`src/rtl/nes_io_pkg.sv`:
```
// Shared NES I/O definitions: joypad vector layout, Four Score signatures and
// per-player button conditioning.
package nes_io_pkg;

    localparam int unsigned JP_VEC_W    = 10;

    localparam int unsigned BTN_A       = 0;
    localparam int unsigned BTN_B       = 1;
    localparam int unsigned BTN_SELECT  = 2;
    localparam int unsigned BTN_START   = 3;
    localparam int unsigned BTN_UP      = 4;
    localparam int unsigned BTN_DOWN    = 5;
    localparam int unsigned BTN_LEFT    = 6;
    localparam int unsigned BTN_RIGHT   = 7;
    localparam int unsigned BTN_TURBO_A = 8;
    localparam int unsigned BTN_TURBO_B = 9;

    localparam logic [7:0] SIG_4016 = 8'h10;
    localparam logic [7:0] SIG_4017 = 8'h20;

    // Signatures are defined as written in the Four Score docs, i.e. sent MSB first.
    function automatic logic [7:0] sig_serial_order(input logic [7:0] sig);
        logic [7:0] r;
        r = '0;
        for (int unsigned i = 0; i < 8; i++) begin
            r[i] = sig[7-i];
        end
        return r;
    endfunction

    function automatic logic [7:0] condition_player(input logic [JP_VEC_W-1:0] v,
                                                    input logic phase);
        logic [7:0] c;
        c        = v[7:0];
        c[BTN_A] = v[BTN_A] | (v[BTN_TURBO_A] & phase);
        c[BTN_B] = v[BTN_B] | (v[BTN_TURBO_B] & phase);
        if (v[BTN_UP] && v[BTN_DOWN]) begin
            c[BTN_UP]   = 1'b0;
            c[BTN_DOWN] = 1'b0;
        end
        if (v[BTN_LEFT] && v[BTN_RIGHT]) begin
            c[BTN_LEFT]  = 1'b0;
            c[BTN_RIGHT] = 1'b0;
        end
        return c;
    endfunction

endpackage

```
`src/rtl/jp_serial_port_if.sv`:
```
// CPU-side controller-port bus: $4016 strobe write and $4016/$4017 serial reads.
interface jp_serial_port_if;
    logic       enable;
    logic       strobe_wr;
    logic       strobe_data;
    logic [1:0] rd_en;
    logic [1:0] rd_data;

    modport master (output enable, strobe_wr, strobe_data, rd_en, input rd_data);
    modport slave  (input enable, strobe_wr, strobe_data, rd_en, output rd_data);
endinterface

```
`src/rtl/jp_shift_chan.sv`:
```
// One serial controller channel: parallel-load shift register with a saturating
// bit counter; reads past the end return 1.
module jp_shift_chan #(
    parameter int unsigned CH_BITS = 8
) (
    input  logic               clk,
    input  logic               rst_n,
    input  logic               load,
    input  logic [CH_BITS-1:0] load_data,
    input  logic               shift,
    output logic               rd_data
);

    localparam logic [4:0] CNT_END = 5'(CH_BITS);

    logic [CH_BITS-1:0] sr;
    logic [4:0]         cnt;

    always_ff @(posedge clk or negedge rst_n) begin
        if (!rst_n) begin
            sr  <= '0;
            cnt <= CNT_END;
        end else if (load) begin
            sr  <= load_data;
            cnt <= '0;
        end else if (shift && (cnt < CNT_END)) begin
            sr  <= sr >> 1;
            cnt <= cnt + 5'd1;
        end
    end

    assign rd_data = (cnt == CNT_END) ? 1'b1 : sr[0];

endmodule

```
`src/rtl/jp_serial_port.sv`:
```
// NES controller-port emulator: strobe register, turbo divider, button
// conditioning and $4016/$4017 load images feeding two serial channels.
module jp_serial_port
    import nes_io_pkg::*;
#(
    parameter int unsigned N_PORTS   = 2,
    parameter int unsigned VEC_W     = JP_VEC_W,
    parameter int unsigned TURBO_DIV = 29830
) (
    input  logic                     i_cpu_clk,
    input  logic                     i_rstn_sync_cpu,
    input  logic [N_PORTS*VEC_W-1:0] i_jp_vector,
    jp_serial_port_if.slave          bus,
    output logic                     o_turbo_phase
);

    localparam int unsigned CH_BITS = (N_PORTS == 4) ? 24 : 8;
    localparam int unsigned TW      = $clog2(TURBO_DIV);

    logic [TW-1:0] turbo_cnt;
    logic          turbo_phase;
    logic          strobe;
    logic          strobe_wr_en;
    logic          load;
    logic [1:0]    shift;
    logic [7:0]    p_cond [N_PORTS];
    logic [CH_BITS-1:0] img0;
    logic [CH_BITS-1:0] img1;

    always_ff @(posedge i_cpu_clk or negedge i_rstn_sync_cpu) begin
        if (!i_rstn_sync_cpu) begin
            turbo_cnt   <= '0;
            turbo_phase <= 1'b0;
        end else if (turbo_cnt == TW'(TURBO_DIV - 1)) begin
            turbo_cnt   <= '0;
            turbo_phase <= ~turbo_phase;
        end else begin
            turbo_cnt   <= turbo_cnt + 1'b1;
        end
    end

    assign o_turbo_phase = turbo_phase;

    assign strobe_wr_en = bus.strobe_wr & bus.enable;

    always_ff @(posedge i_cpu_clk or negedge i_rstn_sync_cpu) begin
        if (!i_rstn_sync_cpu) begin
            strobe <= 1'b0;
        end else if (strobe_wr_en) begin
            strobe <= bus.strobe_data;
        end
    end

    // A strobe write reloads even when it drops the strobe; load outranks shift in the channel.
    assign load  = strobe_wr_en | strobe;
    assign shift = bus.rd_en & {2{bus.enable & ~strobe}};

    for (genvar p = 0; p < N_PORTS; p++) begin : g_player
        assign p_cond[p] = condition_player(i_jp_vector[p*VEC_W +: VEC_W], turbo_phase);
    end

    if (N_PORTS == 4) begin : g_four_score
        assign img0 = {sig_serial_order(SIG_4016), p_cond[2], p_cond[0]};
        assign img1 = {sig_serial_order(SIG_4017), p_cond[3], p_cond[1]};
    end else begin : g_standard
        assign img0 = p_cond[0];
        assign img1 = p_cond[1];
    end

    jp_shift_chan #(.CH_BITS(CH_BITS)) u_ch0 (
        .clk       (i_cpu_clk),
        .rst_n     (i_rstn_sync_cpu),
        .load      (load),
        .load_data (img0),
        .shift     (shift[0]),
        .rd_data   (bus.rd_data[0])
    );

    jp_shift_chan #(.CH_BITS(CH_BITS)) u_ch1 (
        .clk       (i_cpu_clk),
        .rst_n     (i_rstn_sync_cpu),
        .load      (load),
        .load_data (img1),
        .shift     (shift[1]),
        .rd_data   (bus.rd_data[1])
    );

endmodule
```
`src/flat_wrapper.sv`:
```
// flat-port wrapper written by rule: the top's interface ports become plain ports
module jp_serial_port_flat import nes_io_pkg::*;
#(
    parameter int unsigned N_PORTS   = 2,
    parameter int unsigned VEC_W     = JP_VEC_W,
    parameter int unsigned TURBO_DIV = 29830
)
  (i_cpu_clk, i_rstn_sync_cpu, i_jp_vector, o_turbo_phase, bus_enable, bus_strobe_wr, bus_strobe_data, bus_rd_en, bus_rd_data);
  jp_serial_port_if bus_i ();
  input  logic i_cpu_clk;
  input  logic i_rstn_sync_cpu;
  input  logic [N_PORTS*VEC_W-1:0] i_jp_vector;
  output logic o_turbo_phase;
  input wire logic [$bits(bus_i.enable)-1:0] bus_enable;
  input wire logic [$bits(bus_i.strobe_wr)-1:0] bus_strobe_wr;
  input wire logic [$bits(bus_i.strobe_data)-1:0] bus_strobe_data;
  input wire logic [$bits(bus_i.rd_en)-1:0] bus_rd_en;
  output wire logic [$bits(bus_i.rd_data)-1:0] bus_rd_data;
  assign bus_i.enable = bus_enable;
  assign bus_i.strobe_wr = bus_strobe_wr;
  assign bus_i.strobe_data = bus_strobe_data;
  assign bus_i.rd_en = bus_rd_en;
  assign bus_rd_data = bus_i.rd_data;
  jp_serial_port #(.N_PORTS(N_PORTS), .VEC_W(VEC_W), .TURBO_DIV(TURBO_DIV)) u_core (.i_cpu_clk(i_cpu_clk), .i_rstn_sync_cpu(i_rstn_sync_cpu), .i_jp_vector(i_jp_vector), .bus(bus_i), .o_turbo_phase(o_turbo_phase));
endmodule
```
`config.mk`:
```
export PLATFORM = sky130hd
export DESIGN_NAME = jp_serial_port_flat
export DESIGN_NICKNAME = d
export VERILOG_FILES = /design/src/rtl/nes_io_pkg.sv /design/src/rtl/jp_serial_port_if.sv /design/src/rtl/jp_shift_chan.sv /design/src/rtl/jp_serial_port.sv /design/src/flat_wrapper.sv
export SDC_FILE = /design/constraint.sdc
export NUM_CORES = 1
export LEC_CHECK = 0
export ABC_AREA = 1
export BUFFER_PORTS_ARGS = -buffer_cell sky130_fd_sc_hd__buf_2
export CAP_MARGIN = 20
export CORE_ASPECT_RATIO = 0.5
export CORE_MARGIN = 2
export CORE_UTILIZATION = 30
export DETAILED_ROUTE_END_ITERATION = 8
export PLACE_DENSITY_LB_ADDON = 0.08
export SYNTH_ARGS = -nofsm -noshare
export SYNTH_HDL_FRONTEND = slang
export SYNTH_SLANG_ARGS = --single-unit
```
`constraint.sdc`:
```
create_clock -name i_cpu_clk -period 1.4 [get_ports i_cpu_clk]
set_input_delay 0.21 -clock i_cpu_clk [delete_from_list [all_inputs] [get_ports i_cpu_clk]]
set_output_delay 0.21 -clock i_cpu_clk [all_outputs]
set_load 0.02 [all_outputs]
```
==> parameters.txt <==
Parameter                              Value

Status
  Outcome    finished with violations
  Violations in the final reports    setup timing

Clock tree
  Count of clock tree sinks    43
  Number of H-tree levels    2
  Max Root-Sink Buffers    2
  Clock-pin slew on the worst setup and hold paths    60 ps
  TritonCTS clock tree    done
  Later-pin clock latency in the skew report    290 ps
  Root buffer cell    clkbuf_16
  Clock buffers created by TritonCTS    5

Power and ir drop
  Net load switching power    703 uW
  Net switching share of the total power    0.250
  Part of the power in combinational logic    0.123
  Clock network fraction of total power    0.406
  Power per Cell Area    953 mW/mm2
  IR Drop Worst-Case VDD    0.379 mV
  Internal Pwr Total    2.11 mW
  Leak Pwr    1.46 nW
  Share of total power in sequential cells    0.471
  Post-layout power    2.81 mW

Critical path
  Data arrival time of the worst path    1210 ps
  Ordered list of cells on the worst path    inv_2 > ha_4 > a31o_4 > buf_6
  Required @ worst endpoint    1190 ps
  Classification of the worst setup path    reg2out
  Slowest CP cell    dfrtp_1
  Crit-path max FO    2
  Largest incremental delay on the critical path    370 ps
  Setup crit start kind    flip-flop
  Reg2Reg Depth    6
  Sort of element at the end of the critical path    primary output

Global routing
  Largest net degree at the start of global routing    33
  Number of antenna violations at the first check in global routing    0
  GRT Overall Usage    0.139
  Wire length of the first global-routing pass    9510 um
  Vias in the first global route    2122
  Overflow left after global routing    0

Synth
  Post-synthesis area per instance    7.29 um2
  Sequential share of the synthesized area    0.449
  Ys Warns    0
  Seq cells post-synth    43
  Portion of synthesized cell area occupied by the leading cell type    0.428
  Number of nets in the synthesized netlist    362
  Top cells by area, synth    dfrtp_1 43%, nand2_1 13%, nor2_1 8.4%
  Synthesized instance count    329
  Post-synth cell types    23
  Cell area after technology mapping    0.00240 mm2
  Cell type with the largest total area after synthesis    dfrtp_1

Route
  Post-route DRC    0
  Number of optimization iterations in the first detailed-route pass    4
  Total wire length    5270 um
  Antenna-violating nets left    0
  WL per Instance    11.0 um
  Detailed-route via count    2121
  Via-to-Cell Ratio    4.41
  Initial detailed-routing violation count    79

Floorplanning
  Die area    0.00877 mm2
  Core Box Area    0.00754 mm2
  Effective utilization at floorplan    0.318
  Die width    130 um
  Chip height    67.2 um
  Number of rows in the core area    22
  Top Ports    30

Final layout
  Post-route core utilization    0.392
  Non-filler instance count after layout    481
  Antenna diodes    0
  Filler cells    808
  Combined area of the multi-input logic cells    0.00111 mm2
  Final layout net count    405
  Layout cells sized above 1    0.206
  Footprint of the flip-flops and latches    0.00108 mm2
  Area overhead of the layout relative to synthesis    23.1%

Place
  Placed cell count    465
  Number of I/O port buffers    29
  RePlAce Congestion    0.786
  Detailed Place HPWL    3880 um

Timing
  Worst slew pin tran    316 ps
  Max_slew headroom    0.789
  Min Hold Slack    133 ps
  Fmax    704 MHz
  Number of hold-slack violations in the final timing report    0
  Final slew viol count    0
  Setup repair after global routing missed its margin    yes
  Final setup violation count    2
  Post-route clock period utilization    1.01
  Setup slack after layout    -19.6 ps
  Minimum clock period    1420 ps
  Skew final    6.32 ps

Worst hold path
  Type of the worst min-delay path    in2reg
  Hold Crit Depth    2

Job
  Reported max-cap violation count    0
## worst max-delay path: cells and delay by family, from the launching register on
family	cells	cell delay (ps)
adders and majority gates	1	150
buffers and inverters	2	190
AOI/OAI and AO/OA	1	220
DFF	1	370
## power groups by stage
stage / clock network (mW) / registers (mW) / logic (mW)
2_1_floorplan: 0 / 1.34 / 0.210
3_3_place_gp: 0 / 1.35 / 0.319
3_5_place_dp: 0 / 1.35 / 0.322
4_1_cts: 1.19 / 1.33 / 0.352
5_1_grt: 1.23 / 1.33 / 0.400
6_report: 1.14 / 1.33 / 0.345
## sequential cells by signal, indices dropped and copies added (netlist names)
register and count:
u_core.o_turbo_phase 1, u_core.strobe 1, u_core.turbo_cnt 15, u_core.u_ch0.cnt 5
u_core.u_ch0.sr 8, u_core.u_ch1.cnt 5, u_core.u_ch1.sr 8
## placed cells by master, fill, tap and decap left out, drive strengths merged
master,instances
nand2,86
nor2,61
inv,52
buf,44
dfrtp,41
nand3,40
o21ai,11
nand4,7
clkbuf,7
xor2,6
ha,6
a21oi,3
a31o,2
dfstp,2
xnor2,1
o31ai,1
nand3b,1
clkinv,1
dlygate4sd3,1
## cell families after synthesis
logic type / share of synthesized area
flip-flops: 0.449
buffers and inverters: 0.108
adder cells (fa/ha/maj): 0.0313
XOR/XNOR: 0.0255
AO/OA/AOI/OAI: 0.0396
AND/OR/NAND/NOR: 0.346
## layout make-up
class | instances | area share
clock buffer | 7 | 0.0449
clock inverter | 1 | 0.00169
inverter | 52 | 0.0661
multi-input combinational | 225 | 0.377
sequential | 43 | 0.365
tap | 108 | 0.0457
timing repair buffer | 45 | 0.0991
## final timing paths
path | start | to | slack, ps
hold reg to reg | u_core.u_ch0.cnt[3]$_DFFE_PN1P_ | u_core.u_ch0.cnt[3]$_DFFE_PN1P_ | 500
setup / recovery | u_core.u_ch1.cnt[0]$_DFFE_PN0P_ | bus_rd_data[1] | -20
setup reg to reg | u_core.u_ch1.cnt[3]$_DFFE_PN1P_ | u_core.u_ch1.cnt[3]$_DFFE_PN1P_ | 130
hold / removal | i_jp_vector[6] | u_core.u_ch0.sr[7]$_DFFE_PN0P_ | 130
max in group asynchronous | i_rstn_sync_cpu | u_core.u_ch1.cnt[3]$_DFFE_PN1P_ | 510
min in group asynchronous | i_rstn_sync_cpu | u_core.turbo_cnt[10]$_DFF_PN0_ | 350
## Yosys cell counts, drive strengths merged
cell / n
inv: 52
buf: 9
a21oi: 3
nand2: 86
dfstp: 2
o31ai: 1
xnor2: 1
o21ai: 11
nand3b: 1
a31o: 2
ha: 6
nand3: 40
xor2: 6
dfrtp: 41
nor2: 61
nand4: 7
## metal layers
metal	wire, um	up-vias	track usage
li1	-	1102	-
met1	2460	979	0.170
met2	2530	26	0.240
met3	203	14	0.0412
met4	79	0	0.0399
met5	0	-	0
## per-stage QoR
step	area [um2]	setup TNS, ps	worst slack [ps]
after floorplan	2400	0	153
after CTS	2930	-38.6	-29.9
final	2950	-28.1	-19.6
after detailed placement	2690	0	28.7
after global placement	2690	0	109
after global routing	2950	-116	-68.6
## timing repair
item,CTS,global route
resized for setup,14,5
setup buffers,5,2
cloned,0,0
hold endpoints to repair,11,0
pin swaps,4,2
endpoints found under the setup margin,2,8
hold buffers,1,0
Power figures use the tool's default switching activity.
